==> config.mk <==
export PLATFORM = sky130hd
export DESIGN_NAME = neuron_accumulator
export DESIGN_NICKNAME = d
export VERILOG_FILES = /design/src/rtl/neuron_accumulator.sv
export SDC_FILE = /design/constraint.sdc
export NUM_CORES = 1
export LEC_CHECK = 0
export BUFFER_PORTS_ARGS = -buffer_cell sky130_fd_sc_hd__buf_4
export CAP_MARGIN = 10
export CORE_UTILIZATION = 45
export DETAILED_ROUTE_END_ITERATION = 12
export PLACE_DENSITY = 0.64
export SLEW_MARGIN = 20
export SYNTH_ARGS = -nofsm -noshare
export SYNTH_HDL_FRONTEND = slang
export SYNTH_SLANG_ARGS = --single-unit
==> constraint.sdc <==
create_clock -name clk -period 20.2 [get_ports clk]
set_input_delay 2.02 -clock clk [delete_from_list [all_inputs] [get_ports clk]]
set_output_delay 2.02 -clock clk [all_outputs]
set_load 0.01 [all_outputs]
==> src/rtl/neuron_accumulator.sv <==
// Q8.8 multiply-accumulate neuron: NUM_WORDS packed weight/input pairs -> saturated Q8.8 result.
// Optional ReLU activation when NEURON_ACC_RELU_EN is defined; linear pass-through otherwise.
//
// state  | meaning
// IDLE   | waiting for start, data_valid ignored
// ACCUM  | accepting valid words, stalls on data_valid == 0
// FINISH | one cycle: saturate, activate, pulse done
module neuron_accumulator #(
   parameter int NUM_WORDS = 4,
   parameter int ACC_W     = 40
) (
   input  logic        clk,
   input  logic        reset,
   input  logic        start,
   input  logic [31:0] data_in,
   input  logic        data_valid,
   output logic        busy,
   output logic [15:0] result,
   output logic        done,
   output logic        overflow
);

   localparam int CNT_W = (NUM_WORDS > 1) ? $clog2(NUM_WORDS) : 1;
   localparam logic [CNT_W-1:0] LAST_CNT = CNT_W'(NUM_WORDS - 1);

   localparam logic [1:0] IDLE   = 2'd0;
   localparam logic [1:0] ACCUM  = 2'd1;
   localparam logic [1:0] FINISH = 2'd2;

   // Q8.8 range limits expressed in Q16.16 accumulator units
   localparam logic signed [ACC_W-1:0] SAT_MAX = {{(ACC_W-23){1'b0}}, {23{1'b1}}};
   localparam logic signed [ACC_W-1:0] SAT_MIN = {{(ACC_W-23){1'b1}}, {23{1'b0}}};

   logic [1:0]       r_state;
   logic [ACC_W-1:0] r_acc;
   logic [CNT_W-1:0] r_cnt;
   logic [15:0]      r_result;
   logic             r_done;
   logic             r_overflow;

   logic signed [31:0] w_prod;
   logic               w_sat_pos;
   logic               w_sat_neg;
   logic [15:0]        w_sat;
   logic [15:0]        w_act;

   assign w_prod    = $signed(data_in[31:16]) * $signed(data_in[15:0]);
   assign w_sat_pos = $signed(r_acc) > SAT_MAX;
   assign w_sat_neg = $signed(r_acc) < SAT_MIN;

   always_comb begin
      w_sat = r_acc[23:8];
      if (w_sat_pos)
         w_sat = 16'h7FFF;
      else if (w_sat_neg)
         w_sat = 16'h8000;
   end

`ifdef NEURON_ACC_RELU_EN
   assign w_act = w_sat[15] ? 16'h0000 : w_sat;
`else
   assign w_act = w_sat;
`endif

   always_ff @(posedge clk) begin
      if (!reset) begin
         r_state    <= IDLE;
         r_acc      <= '0;
         r_cnt      <= '0;
         r_result   <= 16'h0000;
         r_done     <= 1'b0;
         r_overflow <= 1'b0;
      end else begin
         r_done <= 1'b0;
         case (r_state)
            IDLE: begin
               if (start) begin
                  r_state    <= ACCUM;
                  r_acc      <= '0;
                  r_cnt      <= '0;
                  r_overflow <= 1'b0;
               end
            end
            ACCUM: begin
               if (data_valid) begin
                  r_acc <= r_acc + {{(ACC_W-32){w_prod[31]}}, w_prod};
                  r_cnt <= r_cnt + 1'b1;
                  if (r_cnt == LAST_CNT)
                     r_state <= FINISH;
               end
            end
            FINISH: begin
               r_result   <= w_act;
               r_overflow <= w_sat_pos | w_sat_neg;
               r_done     <= 1'b1;
               r_state    <= IDLE;
            end
            default: r_state <= IDLE;
         endcase
      end
   end

   assign busy     = (r_state != IDLE);
   assign result   = r_result;
   assign done     = r_done;
   assign overflow = r_overflow;

endmodule

# After elaboration in Yosys (flattened, before gate mapping)
# Cells that the tools add are included.
# op_classes
addsub,2
multipliers,1
magnitude_cmp,2
n_eq_ne,6
mux,15
bitwise,1
reduce_logical,7
# op_table
operator,n
$mux 40,2
$pmux 40 s2,1
$add 40x40->40,1
$gt 40x24->1 const B,1
$lt 40x24->1 const B,1
$mul 16x16->32,1
$mux 16,2
$mux 2,5
$pmux 2 s2,2
$ne 2x2->1 const B,3
$reduce_and 3->1,2
$reduce_bool 2->1,3
$eq 2x2->1 const B,2
$add 2x1->2 const B,1
$eq 2x1->1 const B,1
$logic_not 2->1,1
$mux 1,2
$pmux 1 s2,1
$reduce_and 2->1,1
$or 1x1->1,1
# word_totals
register_bits,62
input_bits,36
out_inout_bits,19
elab_cells,40

# Longest topological paths before layout
# depth
ltp_word,4
ltp_mapped,36
depth_no_buf,35

# Worst setup path before layout
# Ideal clock, no wire load.
# synth_timing
kind,input -> register
startpoint,input port data_in[9]
endpoint,register r_acc[39]
setup_time_ps,114
arrival_ps,9500
required_ps,20086
setup_slack_ps,10585
path_stages,35
path_buffers,3
cell_sequence,clkbuf_1 -> nand2_1 -> fa_1 -> inv_1 -> fa_1 -> inv_1 -> fa_1 -> inv_1 -> fa_1 -> fa_1 -> inv_1 -> fa_1 -> inv_1 -> ha_1 -> clkbuf_1 -> a21o_1 -> a21o_1 -> a21o_1 -> a21o_1 -> a31oi_1 -> o21ai_0 -> mux2i_1 -> o2111ai_1 -> ha_1 -> clkbuf_1 -> a2111oi_0 -> o21ai_0 -> o2111ai_1 -> nand2_1 -> a31oi_1 -> o21a_1 -> o41a_1 -> xnor2_1 -> o21bai_1 -> a21bo_1
# synth_via
elab_chain_cells,4
# synth_rtl
element,line_no,text
start: declaration,15,"input logic [31:0] data_in,"
$mul 16x16->32,47,assign w_prod = $signed(data_in[31:16]) * $signed(data_in[15:0]);
$add 40x40->40,86,"r_acc <= r_acc + {{(ACC_W-32){w_prod[31]}}, w_prod};"
$mux 40,85,if (data_valid) begin
$pmux 40 s2,75,case (r_state)
end signal: assignment,86,
end: declaration,35,logic [ACC_W-1:0] r_acc;
# Every way passes these cells. The select of a mux whose other input is x is not followed.
# A chain may end at the register's enable or synchronous reset.

# Worst setup path after layout
# layout_timing
startpoint,input port data_in[6]
endpoint,register r_acc[39]
# Same word-level chain as after synthesis.

==> metrics.md <==
| Metric | Value |
|---|---|
| Outcome | `finished clean` |
| Antenna-violating nets left | `0` |
| Resize count post-CTS | `0` |
| Synth Area in Compound Gates | `0.117` |
| Filler cells | `2954` |
| Worst path buffer plus inverter count | `5` |
| Min Tclk post-route | `10.04 ns` |
| Initial antenna violation count | `0` |
| # setup viols final | `0` |
| Critical Path Fanout Max | `16` |
| Clock sinks | `62` |
| Clk buf depth | `2` |
| Worst-Margin Slew | `0.879 ns` |
| Share of layout cells above drive strength 1 | `0.0525` |
| Rel. slew slack | `0.413` |
| Vias | `10600` |
| Simple-gate area share of the yosys netlist | `0.167` |
| Nets | `2037` |
| WL final | `30.5 mm` |
| Setup Skew | `0.00538 ns` |
| Cell Rows | `64` |
| Crit. End Element | `flip-flop` |
| CP max stage cell | `fa_1` |
| Wirelength per Cell | `15.1 um` |
| Fin crit share | `0.497` |
| Post-synth top flop | `dfxtp_1` |
| Vias in the first global route | `10700` |
| Die H | `179 um` |
| First-pass GRT wire length | `51.1 mm` |
| Starting DRT DRC Count | `484` |
| Largest family of logic cells by synthesized area | `adder cells` |
| Postcts setup bufs | `0` |
| # Max-Cap Violations | `0` |
| Antenna Cells | `0` |
| CTS tree | `done` |
| GR Overflow Total | `0` |
| Unrepaired setup endpoints after global routing | `false` |
| Post-Synth Adder-Cell Area | `0.486` |
| Final Wtd Congestion | `0.852` |
| Mapped Area | `0.0140 mm2` |
| DR pass1 iterations | `5` |
| Die Area | `0.0319 mm2` |
| Starting Density | `0.457` |
| Setup WS post-layout | `10.16 ns` |
| DRC | `0` |
| CTS H-tree depth | `3` |
| Delay-heaviest family, CP | `adder cells` |
| Critical path class | `in2reg` |
| Pin count of the biggest net entering global routing | `51` |
| Final hold violations | `0` |
| Hold slack | `0.489 ns` |
| Syn Inst Count | `1600` |
| Layout Area Growth over Synthesis | `7.54%` |
| Syn. warnings | `0` |
| Die width | `179 um` |
| Clock slew at reported path FFs | `0.06 ns` |
| CP required | `20.42 ns` |
| Pre-CTS WS | `9.87 ns` |
| EDFF count, synth | `0` |
| Core Area | `0.0307 mm2` |
| Setup TNS | `0 ns` |
| Io pins | `55` |
| CP Data Arrival Time | `10.26 ns` |
| # port buffers | `54` |
| CP max stage delay | `0.54 ns` |
| Net Count, Synth | `2023` |
| Post-synth cell types | `63` |
| Clock Latency Late Sink | `0.33 ns` |
| Post-synthesis mux area share | `0.00214` |
| Number of buffers created by CTS | `9` |
| Crit path top cell by count | `fa_1` |
| Global-route usage over all layers | `0.201` |
| Slew Limit Fails | `0` |
| Vias per std cell | `5.25` |
| Worst setup SP type | `input port` |
| Synthesis-stage register bit count | `62` |
| DPL Wire Length | `25.3 mm` |
| Hold crit path type | `reg2reg` |
| Root buffer cell | `clkbuf_16` |
| Post-Synth XOR/XNOR Area | `0.0406` |
| Fmax | `99.6 MHz` |
| Count of hold-fix buffers inserted at cts | `0` |
| Seq/Total Area, Yosys | `0.0885` |
| Syn_area_per_cell | `8.77 um2` |
| Post-synth ARST share | `0` |
-- cells by family after synthesis --
family,count (synthesis)
buffers and inverters,367
AOI/OAI and AO/OA,253
and+or+nand+nor,463
DFF,62
xor gates and xnor gates,65
muxes,3
adders and majority gates,387
-- final timing paths --
check | start | endpoint | slack (ns) | cells after the start
worst min-delay path | r_acc[11] | result[3] | 0.49 | 2
worst min register to register | r_acc[11] | result[3] | 0.49 | 2
worst max-delay path | data_in[6] | r_acc[39] | 10.16 | 33
worst max register to register | r_acc[0] | r_acc[32] | 16.73 | 13
-- layout by cell type, fill, tap and decap left out, types with 3 or more instances in the layout --
master	n
a22oi_1	22
nand4_1	8
o21ai_0	58
a21oi_1	67
fa_1	263
nor2_1	40
a21boi_0	5
o21bai_1	7
mux2i_1	3
clkbuf_16	9
nor2b_1	35
dfxtp_1	62
nor3_1	7
nand2b_1	20
buf_4	58
o221ai_1	3
nand2_1	176
and2_1	132
a211oi_1	5
and3_1	7
nor3b_1	7
nand3_1	14
inv_1	312
a211o_1	3
o21a_1	9
a21o_1	34
a31oi_1	8
xnor2_1	41
or2_2	3
xor2_1	24
ha_1	124
nor4_1	4
-- layout make-up --
type	count	area (um2)	area share
Clock inverter	5	81.3	0.00539
Sequential cell	62	1240	0.0823
Clock buffer	11	243	0.0161
Multi-Input combinational cell	1171	11400	0.757
Inverter	312	1170	0.0776
Tap cell	396	495	0.0328
Timing Repair Buffer	58	435	0.0289
-- stage by stage --
| step | cells | area, um2 | utilization |
|---|---|---|---|
| after global placement | 1999 | 14800 | 0.481 |
| after global routing | 2015 | 15100 | 0.492 |
| after CTS | 2015 | 15100 | 0.492 |
| after floorplan | 1600 | 14000 | - |
| after detailed placement | 1999 | 14800 | 0.481 |
| final | 2015 | 15100 | 0.492 |
-- flip-flops by register name, indices dropped and copies added (netlist names) --
| name | cells |
|---|---|
| overflow | 1 |
| r_state | 2 |
| r_cnt | 2 |
| done | 1 |
| result | 16 |
| r_acc | 40 |
-- tightest hold or removal path: cells and delay by family, from the launching register on --
kind / cells / cell delay, ns
compound gates: 1 / 0.06
simple gates: 1 / 0.06
flops: 1 / 0.32
-- routing by layer --
metal  share of wire  global-route usage
met5               0                   0
met4           0.017              0.0459
met3           0.027              0.0215
met2            0.53               0.367
met1            0.43               0.253
-- synth_stat cells (2+ instances only) --
| master | number | area share |
|---|---|---|
| inv_1 | 312 | 0.083 |
| fa_1 | 263 | 0.38 |
| nand2_1 | 176 | 0.047 |
| and2_1 | 132 | 0.059 |
| ha_1 | 124 | 0.11 |
| a21oi_1 | 67 | 0.024 |
| dfxtp_1 | 62 | 0.088 |
| o21ai_0 | 58 | 0.021 |
| clkbuf_1 | 54 | 0.014 |
| xnor2_1 | 41 | 0.026 |
| nor2_1 | 40 | 0.011 |
| nor2b_1 | 36 | 0.016 |
| a21o_1 | 34 | 0.018 |
| xor2_1 | 24 | 0.015 |
| a22oi_1 | 22 | 0.012 |
| nand2b_1 | 20 | 0.0089 |
| nand3_1 | 14 | 0.0050 |
| o21a_1 | 9 | 0.0048 |
| a31oi_1 | 8 | 0.0036 |
| nand4_1 | 8 | 0.0036 |
| and3_1 | 7 | 0.0031 |
| nor3_1 | 7 | 0.0025 |
| nor3b_1 | 7 | 0.0037 |
| o21bai_1 | 7 | 0.0037 |
| a211oi_1 | 5 | 0.0027 |
| a21boi_0 | 5 | 0.0027 |
| nor4_1 | 4 | 0.0018 |
| a211o_1 | 3 | 0.0019 |
| mux2i_1 | 3 | 0.0021 |
| o221ai_1 | 3 | 0.0019 |
| or2_2 | 3 | 0.0013 |
| a2111oi_0 | 2 | 0.0012 |
| a31o_2 | 2 | 0.0012 |
| a32oi_1 | 2 | 0.0012 |
| a41oi_1 | 2 | 0.0012 |
| and4_1 | 2 | 0.0012 |
| o2111ai_1 | 2 | 0.0012 |
| o211ai_1 | 2 | 0.0011 |
| o311ai_0 | 2 | 0.0012 |
| o31a_1 | 2 | 0.0012 |
| or3_1 | 2 | 0.00089 |
Power is not shown: default switching activity piles up to over one toggle a cycle in this logic, so the estimate is an artifact.
